[src/rtl/layer_sequencer_pkg.sv]
// -----------------------------------------------------------------------------
// layer_sequencer_pkg
//   Shared definitions for the layer scheduler, the weight stores and the
//   compute datapath:
//     - layer_code_e : 4-bit layer code carried on `cs`
//     - seq_state_e  : sequencer FSM states
//     - next_layer() : fixed layer order LAYER0..LAYER3 -> AFFINE -> FIN
//     - is_layer()   : true for codes that select a weight bank
//   IDLE and FIN match no layer code, so every transition is a visible `cs`
//   change to the weight stores.
// -----------------------------------------------------------------------------
package layer_sequencer_pkg;

  typedef enum logic [3:0] {
    CS_IDLE   = 4'h0,
    CS_LAYER0 = 4'h1,
    CS_LAYER1 = 4'h2,
    CS_LAYER2 = 4'h3,
    CS_LAYER3 = 4'h4,
    CS_AFFINE = 4'h5,
    CS_FIN    = 4'hF
  } layer_code_e;

  typedef enum logic [1:0] {
    ST_IDLE   = 2'd0,
    ST_WAIT_W = 2'd1,
    ST_RUN    = 2'd2,
    ST_FIN    = 2'd3
  } seq_state_e;

  // Words per weight bank reload; informs the nominal WAIT_W duration.
  localparam int unsigned BANK_WORDS = 288;

  // Successor of a layer code. AFFINE is followed by FIN (no wrap-around);
  // anything that is not a layer code falls back to IDLE.
  function automatic layer_code_e next_layer(input layer_code_e code);
    layer_code_e nxt;
    case (code)
      CS_LAYER0: nxt = CS_LAYER1;
      CS_LAYER1: nxt = CS_LAYER2;
      CS_LAYER2: nxt = CS_LAYER3;
      CS_LAYER3: nxt = CS_AFFINE;
      CS_AFFINE: nxt = CS_FIN;
      default:   nxt = CS_IDLE;
    endcase
    return nxt;
  endfunction

  function automatic logic is_layer(input layer_code_e code);
    logic r;
    case (code)
      CS_LAYER0, CS_LAYER1, CS_LAYER2, CS_LAYER3, CS_AFFINE: r = 1'b1;
      default:                                               r = 1'b0;
    endcase
    return r;
  endfunction

endpackage

[src/rtl/layer_sequencer_if.sv]
// -----------------------------------------------------------------------------
// layer_sequencer_if
//   Handshake bundle between the layer sequencer and its environment.
//     start     : request to run the full layer sequence (sampled in IDLE)
//     ws_valid  : AND of all weight-store valid outputs
//     dp_done   : one-cycle completion pulse from the datapath
//     cs        : current layer code
//     dp_start  : one-cycle pulse, weights ready for the current layer
//     busy      : sequencer not in IDLE
//     done      : one-cycle pulse when AFFINE completes
//     err       : sticky weight-load timeout flag
//   master : the sequencer side; slave : weight stores / datapath / host side.
// -----------------------------------------------------------------------------
interface layer_sequencer_if;
  import layer_sequencer_pkg::*;

  logic        start;
  logic        ws_valid;
  logic        dp_done;
  layer_code_e cs;
  logic        dp_start;
  logic        busy;
  logic        done;
  logic        err;

  modport master (
    input  start, ws_valid, dp_done,
    output cs, dp_start, busy, done, err
  );

  modport slave (
    output start, ws_valid, dp_done,
    input  cs, dp_start, busy, done, err
  );

endinterface

[src/rtl/layer_sequencer_ws_guard_timer.sv]
// -----------------------------------------------------------------------------
// ws_guard_timer
//   Guard and timeout counters for the WAIT_W phase of the layer sequencer.
//     clk           : system clock, rising edge
//     rst           : synchronous active-high reset
//     i_restart     : reload gcnt with GUARD and clear tcnt (on WAIT_W entry)
//     i_run         : count (sequencer is in WAIT_W)
//     o_guard_done  : gcnt has reached 0, ws_valid may be trusted
//     o_timeout     : tcnt reaches TIMEOUT on the coming edge
//   Both counters saturate and never wrap.
// -----------------------------------------------------------------------------
module ws_guard_timer #(
  parameter int unsigned GUARD   = 3,
  parameter int unsigned TIMEOUT = 1023
) (
  input  logic clk,
  input  logic rst,
  input  logic i_restart,
  input  logic i_run,
  output logic o_guard_done,
  output logic o_timeout
);

  localparam int unsigned GW = $clog2(GUARD + 1);
  localparam int unsigned TW = $clog2(TIMEOUT + 1);

  localparam logic [GW-1:0] GUARD_V   = GW'(GUARD);
  localparam logic [TW-1:0] TMAX_V    = TW'(TIMEOUT);
  localparam logic [TW-1:0] TLAST_V   = TW'(TIMEOUT - 1);

  logic [GW-1:0] r_gcnt;
  logic [TW-1:0] r_tcnt;

  always_ff @(posedge clk) begin
    if (rst) begin
      r_gcnt <= '0;
      r_tcnt <= '0;
    end else if (i_restart) begin
      r_gcnt <= GUARD_V;
      r_tcnt <= '0;
    end else if (i_run) begin
      if (r_gcnt != '0)
        r_gcnt <= r_gcnt - GW'(1);
      if (r_tcnt != TMAX_V)
        r_tcnt <= r_tcnt + TW'(1);
    end
  end

  assign o_guard_done = (r_gcnt == '0);

  // Flagged one count early so that err/IDLE become visible on the same edge
  // at which tcnt reaches TIMEOUT, keeping the error registered.
  assign o_timeout = (r_tcnt >= TLAST_V);

endmodule

[src/rtl/layer_sequencer.sv]
// -----------------------------------------------------------------------------
// layer_sequencer
//   Top-level layer scheduler. Walks LAYER0..LAYER3 and AFFINE; for each
//   layer it waits for the weight stores to reload (ignoring stale ws_valid
//   for GUARD cycles after every cs change), pulses dp_start, and waits for
//   dp_done. A weight load that exceeds TIMEOUT cycles sets the sticky err
//   flag and returns to IDLE; further starts are ignored until rst.
//     clk  : system clock, rising edge
//     rst  : synchronous active-high reset
//     bus  : layer_sequencer_if.master (start, ws_valid, dp_done in;
//            cs, dp_start, busy, done, err out)
//   Parameters: GUARD (>= 3) stale-valid mask cycles,
//               TIMEOUT (> GUARD + 290) WAIT_W cycle limit.
//   All outputs are registered.
// -----------------------------------------------------------------------------
module layer_sequencer
  import layer_sequencer_pkg::*;
#(
  parameter int unsigned GUARD   = 3,
  parameter int unsigned TIMEOUT = 1023
) (
  input  logic                  clk,
  input  logic                  rst,
  layer_sequencer_if.master     bus
);

  seq_state_e  r_state;
  layer_code_e r_cs;
  logic        r_dp_start;
  logic        r_busy;
  logic        r_done;
  logic        r_err;

  seq_state_e  w_state_nxt;
  layer_code_e w_cs_nxt;
  logic        w_dp_start_nxt;
  logic        w_busy_nxt;
  logic        w_done_nxt;
  logic        w_err_nxt;
  logic        w_restart;
  logic        w_run;
  logic        w_guard_done;
  logic        w_timeout;

  assign w_run = (r_state == ST_WAIT_W);

  ws_guard_timer #(
    .GUARD   (GUARD),
    .TIMEOUT (TIMEOUT)
  ) u_timer (
    .clk          (clk),
    .rst          (rst),
    .i_restart    (w_restart),
    .i_run        (w_run),
    .o_guard_done (w_guard_done),
    .o_timeout    (w_timeout)
  );

  always_ff @(posedge clk) begin
    if (rst) begin
      r_state    <= ST_IDLE;
      r_cs       <= CS_IDLE;
      r_dp_start <= 1'b0;
      r_busy     <= 1'b0;
      r_done     <= 1'b0;
      r_err      <= 1'b0;
    end else begin
      r_state    <= w_state_nxt;
      r_cs       <= w_cs_nxt;
      r_dp_start <= w_dp_start_nxt;
      r_busy     <= w_busy_nxt;
      r_done     <= w_done_nxt;
      r_err      <= w_err_nxt;
    end
  end

  // Outputs are computed as next-state values so that every output register
  // changes on the same edge as the state it belongs to.
  always_comb begin
    w_state_nxt    = r_state;
    w_cs_nxt       = r_cs;
    w_dp_start_nxt = 1'b0;
    w_done_nxt     = 1'b0;
    w_err_nxt      = r_err;
    w_restart      = 1'b0;

    case (r_state)
      ST_IDLE: begin
        if (bus.start && !r_err) begin
          w_state_nxt = ST_WAIT_W;
          w_cs_nxt    = CS_LAYER0;
          w_restart   = 1'b1;
        end
      end

      ST_WAIT_W: begin
        // Ready weights take precedence over a timeout sampled on the same edge.
        if (w_guard_done && bus.ws_valid) begin
          w_state_nxt    = ST_RUN;
          w_dp_start_nxt = 1'b1;
        end else if (w_timeout) begin
          w_state_nxt = ST_IDLE;
          w_cs_nxt    = CS_IDLE;
          w_err_nxt   = 1'b1;
        end
      end

      ST_RUN: begin
        if (bus.dp_done) begin
          if (r_cs == CS_AFFINE) begin
            w_state_nxt = ST_FIN;
            w_cs_nxt    = CS_FIN;
            w_done_nxt  = 1'b1;
          end else begin
            w_state_nxt = ST_WAIT_W;
            w_cs_nxt    = next_layer(r_cs);
            w_restart   = 1'b1;
          end
        end
      end

      ST_FIN: begin
        w_state_nxt = ST_IDLE;
        w_cs_nxt    = CS_IDLE;
      end

      default: begin
        w_state_nxt = ST_IDLE;
        w_cs_nxt    = CS_IDLE;
      end
    endcase

    w_busy_nxt = (w_state_nxt != ST_IDLE);
  end

  assign bus.cs       = r_cs;
  assign bus.dp_start = r_dp_start;
  assign bus.busy     = r_busy;
  assign bus.done     = r_done;
  assign bus.err      = r_err;

endmodule

[src/flat_wrapper.sv]
// flat-port wrapper written by rule: the top's interface ports become plain ports
module layer_sequencer_flat import layer_sequencer_pkg::*;
#(
  parameter int unsigned GUARD   = 3,
  parameter int unsigned TIMEOUT = 1023
)
  (clk, rst, bus_start, bus_ws_valid, bus_dp_done, bus_cs, bus_dp_start, bus_busy, bus_done, bus_err);
  layer_sequencer_if bus_i ();
  input  logic clk;
  input  logic rst;
  input wire logic [$bits(bus_i.start)-1:0] bus_start;
  input wire logic [$bits(bus_i.ws_valid)-1:0] bus_ws_valid;
  input wire logic [$bits(bus_i.dp_done)-1:0] bus_dp_done;
  output wire logic [$bits(bus_i.cs)-1:0] bus_cs;
  output wire logic [$bits(bus_i.dp_start)-1:0] bus_dp_start;
  output wire logic [$bits(bus_i.busy)-1:0] bus_busy;
  output wire logic [$bits(bus_i.done)-1:0] bus_done;
  output wire logic [$bits(bus_i.err)-1:0] bus_err;
  assign bus_i.start = bus_start;
  assign bus_i.ws_valid = bus_ws_valid;
  assign bus_i.dp_done = bus_dp_done;
  assign bus_cs = bus_i.cs;
  assign bus_dp_start = bus_i.dp_start;
  assign bus_busy = bus_i.busy;
  assign bus_done = bus_i.done;
  assign bus_err = bus_i.err;
  layer_sequencer #(.GUARD(GUARD), .TIMEOUT(TIMEOUT)) u_core (.clk(clk), .rst(rst), .bus(bus_i));
endmodule
[config.mk]
export PLATFORM = sky130hd
export DESIGN_NAME = layer_sequencer_flat
export DESIGN_NICKNAME = d
export VERILOG_FILES = /design/src/rtl/layer_sequencer_pkg.sv /design/src/rtl/layer_sequencer_if.sv /design/src/rtl/layer_sequencer_ws_guard_timer.sv /design/src/rtl/layer_sequencer.sv /design/src/flat_wrapper.sv
export SDC_FILE = /design/constraint.sdc
export NUM_CORES = 1
export LEC_CHECK = 0
export CORE_MARGIN = 2
export CORE_UTILIZATION = 40
export DETAILED_ROUTE_END_ITERATION = 8
export HOLD_SLACK_MARGIN = 0.12
export PLACE_DENSITY = 0.62
export SYNTH_ARGS = -nofsm -noshare
export SYNTH_HDL_FRONTEND = slang
export SYNTH_SLANG_ARGS = --single-unit
[constraint.sdc]
create_clock -name clk -period 3.5 [get_ports clk]
set_input_delay 0.7 -clock clk [delete_from_list [all_inputs] [get_ports clk]]
set_output_delay 0.7 -clock clk [all_outputs]
set_load 0.1 [all_outputs]
==> metrics.cfg <==
[floorplan]
rows=19
core-area_sq_um=2730
dieArea_sq_um=3300
initial_core_util=0.417
die_w_microns=57.4
ios=13
fp.dieH_microns=57.4

[synth]
ys_types=42
ys_seq_area_frac=0.386
syn_nets=147
ys_ff_latch=22
yosysWarningCount=0
yosys-top-cells-count=22 x dfxtp_1, 18 x nor2_1, 12 x a21oi_1
post_synth.cell_area_avg_sq_um=8.21
yosysMostFrequentCell=dfxtp_1
synthCells=139
synth_largest_area_cell=dfxtp_1
async_reset_ff_frac=0
synth_edf_count=0
yosysTopAreaCellShare=0.386
postSynth.topFlopCell=dfxtp_1
synth_area_leaders=dfxtp_1 39%, nor2_1 5.9%, a21oi_1 5.3%
netlist_area_sq_um=1140

[drt]
routed_wl_microns=2250
num_vias=984
vias_per_cell=5.47
antenna_left=0
drt-wirelength-per-cell_microns=12.5
drt_iter0_drc=32
detail_route.first_pass.iterations=4
drcViolationCount=0

[critical_path]
worstRegToRegCells=6
cp_cell_sequence=clkdlybuf4s50_1
reg2reg_to=u_core.bus.cs[3]
path_delay_family=buffers and inverters
cp_data_required_time_ns=2.80
crit_type=flop to output pin
start_kind=flop
r2r-start=u_core.u_timer.r_tcnt[0]
crit_slowest_cell=clkdlybuf4s50_1
end_kind=output pin
path_buf_inv=1
rrSetupSlack_ns=1.63
cp_max_fo=7
max_stage_delay_ns=1.17
critical_path_arrival_ns=1.91

[power_and_ir_drop]
pwr-share-seq=0.533
intPower_uw=359
pwr-share-comb=0.194
totalPowerFinal_uw=511
p_leak_uw=0.000451
p_switching_uw=152
power_density_nw_per_um2=391
pwr-share-clk=0.273
vdd_drop_max_v=0.000290
swShare=0.298

[grt]
grt_pass1_wl_microns=4050
grt_max_degree=15
grt.overflow.total=0
grt_pass1_vias=968
antenna_found_initial=0
grt_util_all_layers=0.153

[cells_and_area]
syn_to_final_growth_pct=14.5
fill_cells=274
regArea_sq_um=440
num_antenna_cells=0
fin_area_sq_um=1310
multiInputGateArea_sq_um=648
drive_gt1_frac=0.0738
layout.nets=158

[timing]
hold_viol_final=0
slew_viol_final=0
worstMarginPinSlew_ns=0.989
setup_slack_ns=0.886
fin_skew_ns=0.00466
rsz0062_at_grt=no
holdWs_ns=0.518
fin_crit_ns=2.61
tns_ns=0
relSlewSlack=0.339
min_period_over_period=0.747
max_freq_ghz=0.383
setup_viol=0

[place]
place_ws_ns=1.24
portBuffers=12
place_area_sq_um=1270
place.gp.congestion=0.750
place_hpwl_microns=1660

[clocking]
insertion_delay_ns=0.30
htree_levels=1
post-cts-setup-buffer-count=0
numCtsBuffers=3
clk_path_buf_depth=2
cts_tree=built
path_clk_slew_ns=0.12
ctsResizeCount=0
clock_sinks=22
ctsHoldBuffers=0
cts-root-buf=clkbuf_4

[min_path]
hold_path.startpoint=u_core.u_timer.r_gcnt[1]
whs_endpoint=u_core.u_timer.r_gcnt[1]
hp-class=flop to flop
min_path_cells=2

[job]
drv_cap=0

[run_status]
status=complete, no violations

==> cells in the final DEF, fill, tap and decap left out, drive strengths merged, types with 4 or more instances in the layout <==
cell / n
nand3: 4
nand2: 5
a31oi: 5
dfxtp: 22
a21oi: 12
or3: 4
nand2b: 5
clkbuf: 4
clkdlybuf4s50: 12
nor2: 18
nor3: 7
o21ai: 7
xnor2: 4
nor2b: 4
inv: 6
==> metrics by stage <==
step / utilization / std cells
floorplan: - / 139
detailed placement: 0.465 / 176
global route: 0.478 / 180
CTS: 0.478 / 180
global placement: 0.465 / 176
finish: 0.478 / 180
==> metal layers <==
layer | part of all wire | track usage | up-vias
li1 | - | - | 520
met4 | 0.0071 | 0.0299 | 0
met5 | 0 | 0 | -
met3 | 0.048 | 0.0522 | 2
met2 | 0.47 | 0.260 | 15
met1 | 0.48 | 0.190 | 447
==> state kept, by name, indices dropped and copies added, names as in the netlist <==
| signal | cells |
|---|---|
| u_core.bus.cs | 4 |
| u_core.r_state | 2 |
| u_core.bus.err | 1 |
| u_core.bus.dp_start | 1 |
| u_core.bus.busy | 1 |
| u_core.bus.done | 1 |
| u_core.u_timer.r_gcnt | 2 |
| u_core.u_timer.r_tcnt | 10 |
==> worst reg2reg max path, cell delays in order (launching register included) <==
cell and delay (ns):
dfxtp_1 0.41, inv_1 0.06, ha_1 0.18, or2_2 0.30, a41oi_1 0.40, nor2_1 0.11
mux2_1 0.32
==> kinds of logic after synthesis <==
| family | share of synthesized area |
|---|---|
| multiplexers | 0.0186 |
| AO/OA/AOI/OAI | 0.179 |
| flip-flops | 0.386 |
| XOR/XNOR | 0.0307 |
| adder cells (fa/ha/maj) | 0.0329 |
| AND/OR/NAND/NOR | 0.307 |
| buffers and inverters | 0.0461 |
==> area by class of cell <==
cell class	count	share of cell area
multi-input cells	105	0.496
flip-flops and latches	22	0.337
repair buffers	12	0.0920
well taps	31	0.0297
clock buffers	4	0.0278
inverters	6	0.0172
==> power by group through the flow <==
| stage | logic [uW] | registers (uW) | clock network, uW |
|---|---|---|---|
| 2_1_floorplan | 56.7 | 299 | 0 |
| 3_3_place_gp | 97.5 | 278 | 0 |
| 3_5_place_dp | 99.6 | 278 | 0 |
| 4_1_cts | 99.8 | 272 | 146 |
| 5_1_grt | 108 | 275 | 157 |
| 6_report | 99.4 | 272 | 139 |
==> worst max path at each step <==
| stage | start | endpoint | cells after the start |
|---|---|---|---|
| floorplan | u_core.bus.cs[2] | u_core.u_timer.r_tcnt[2] | 5 |
| global placement | u_core.bus.cs[1] | bus_cs[1] | 1 |
| detailed placement | u_core.bus.cs[1] | bus_cs[1] | 1 |
| CTS | u_core.bus.cs[1] | bus_cs[1] | 1 |
| global route | u_core.bus.cs[1] | bus_cs[1] | 1 |
| finish | u_core.bus.cs[1] | bus_cs[1] | 1 |
(Power assumes the default switching activity.)
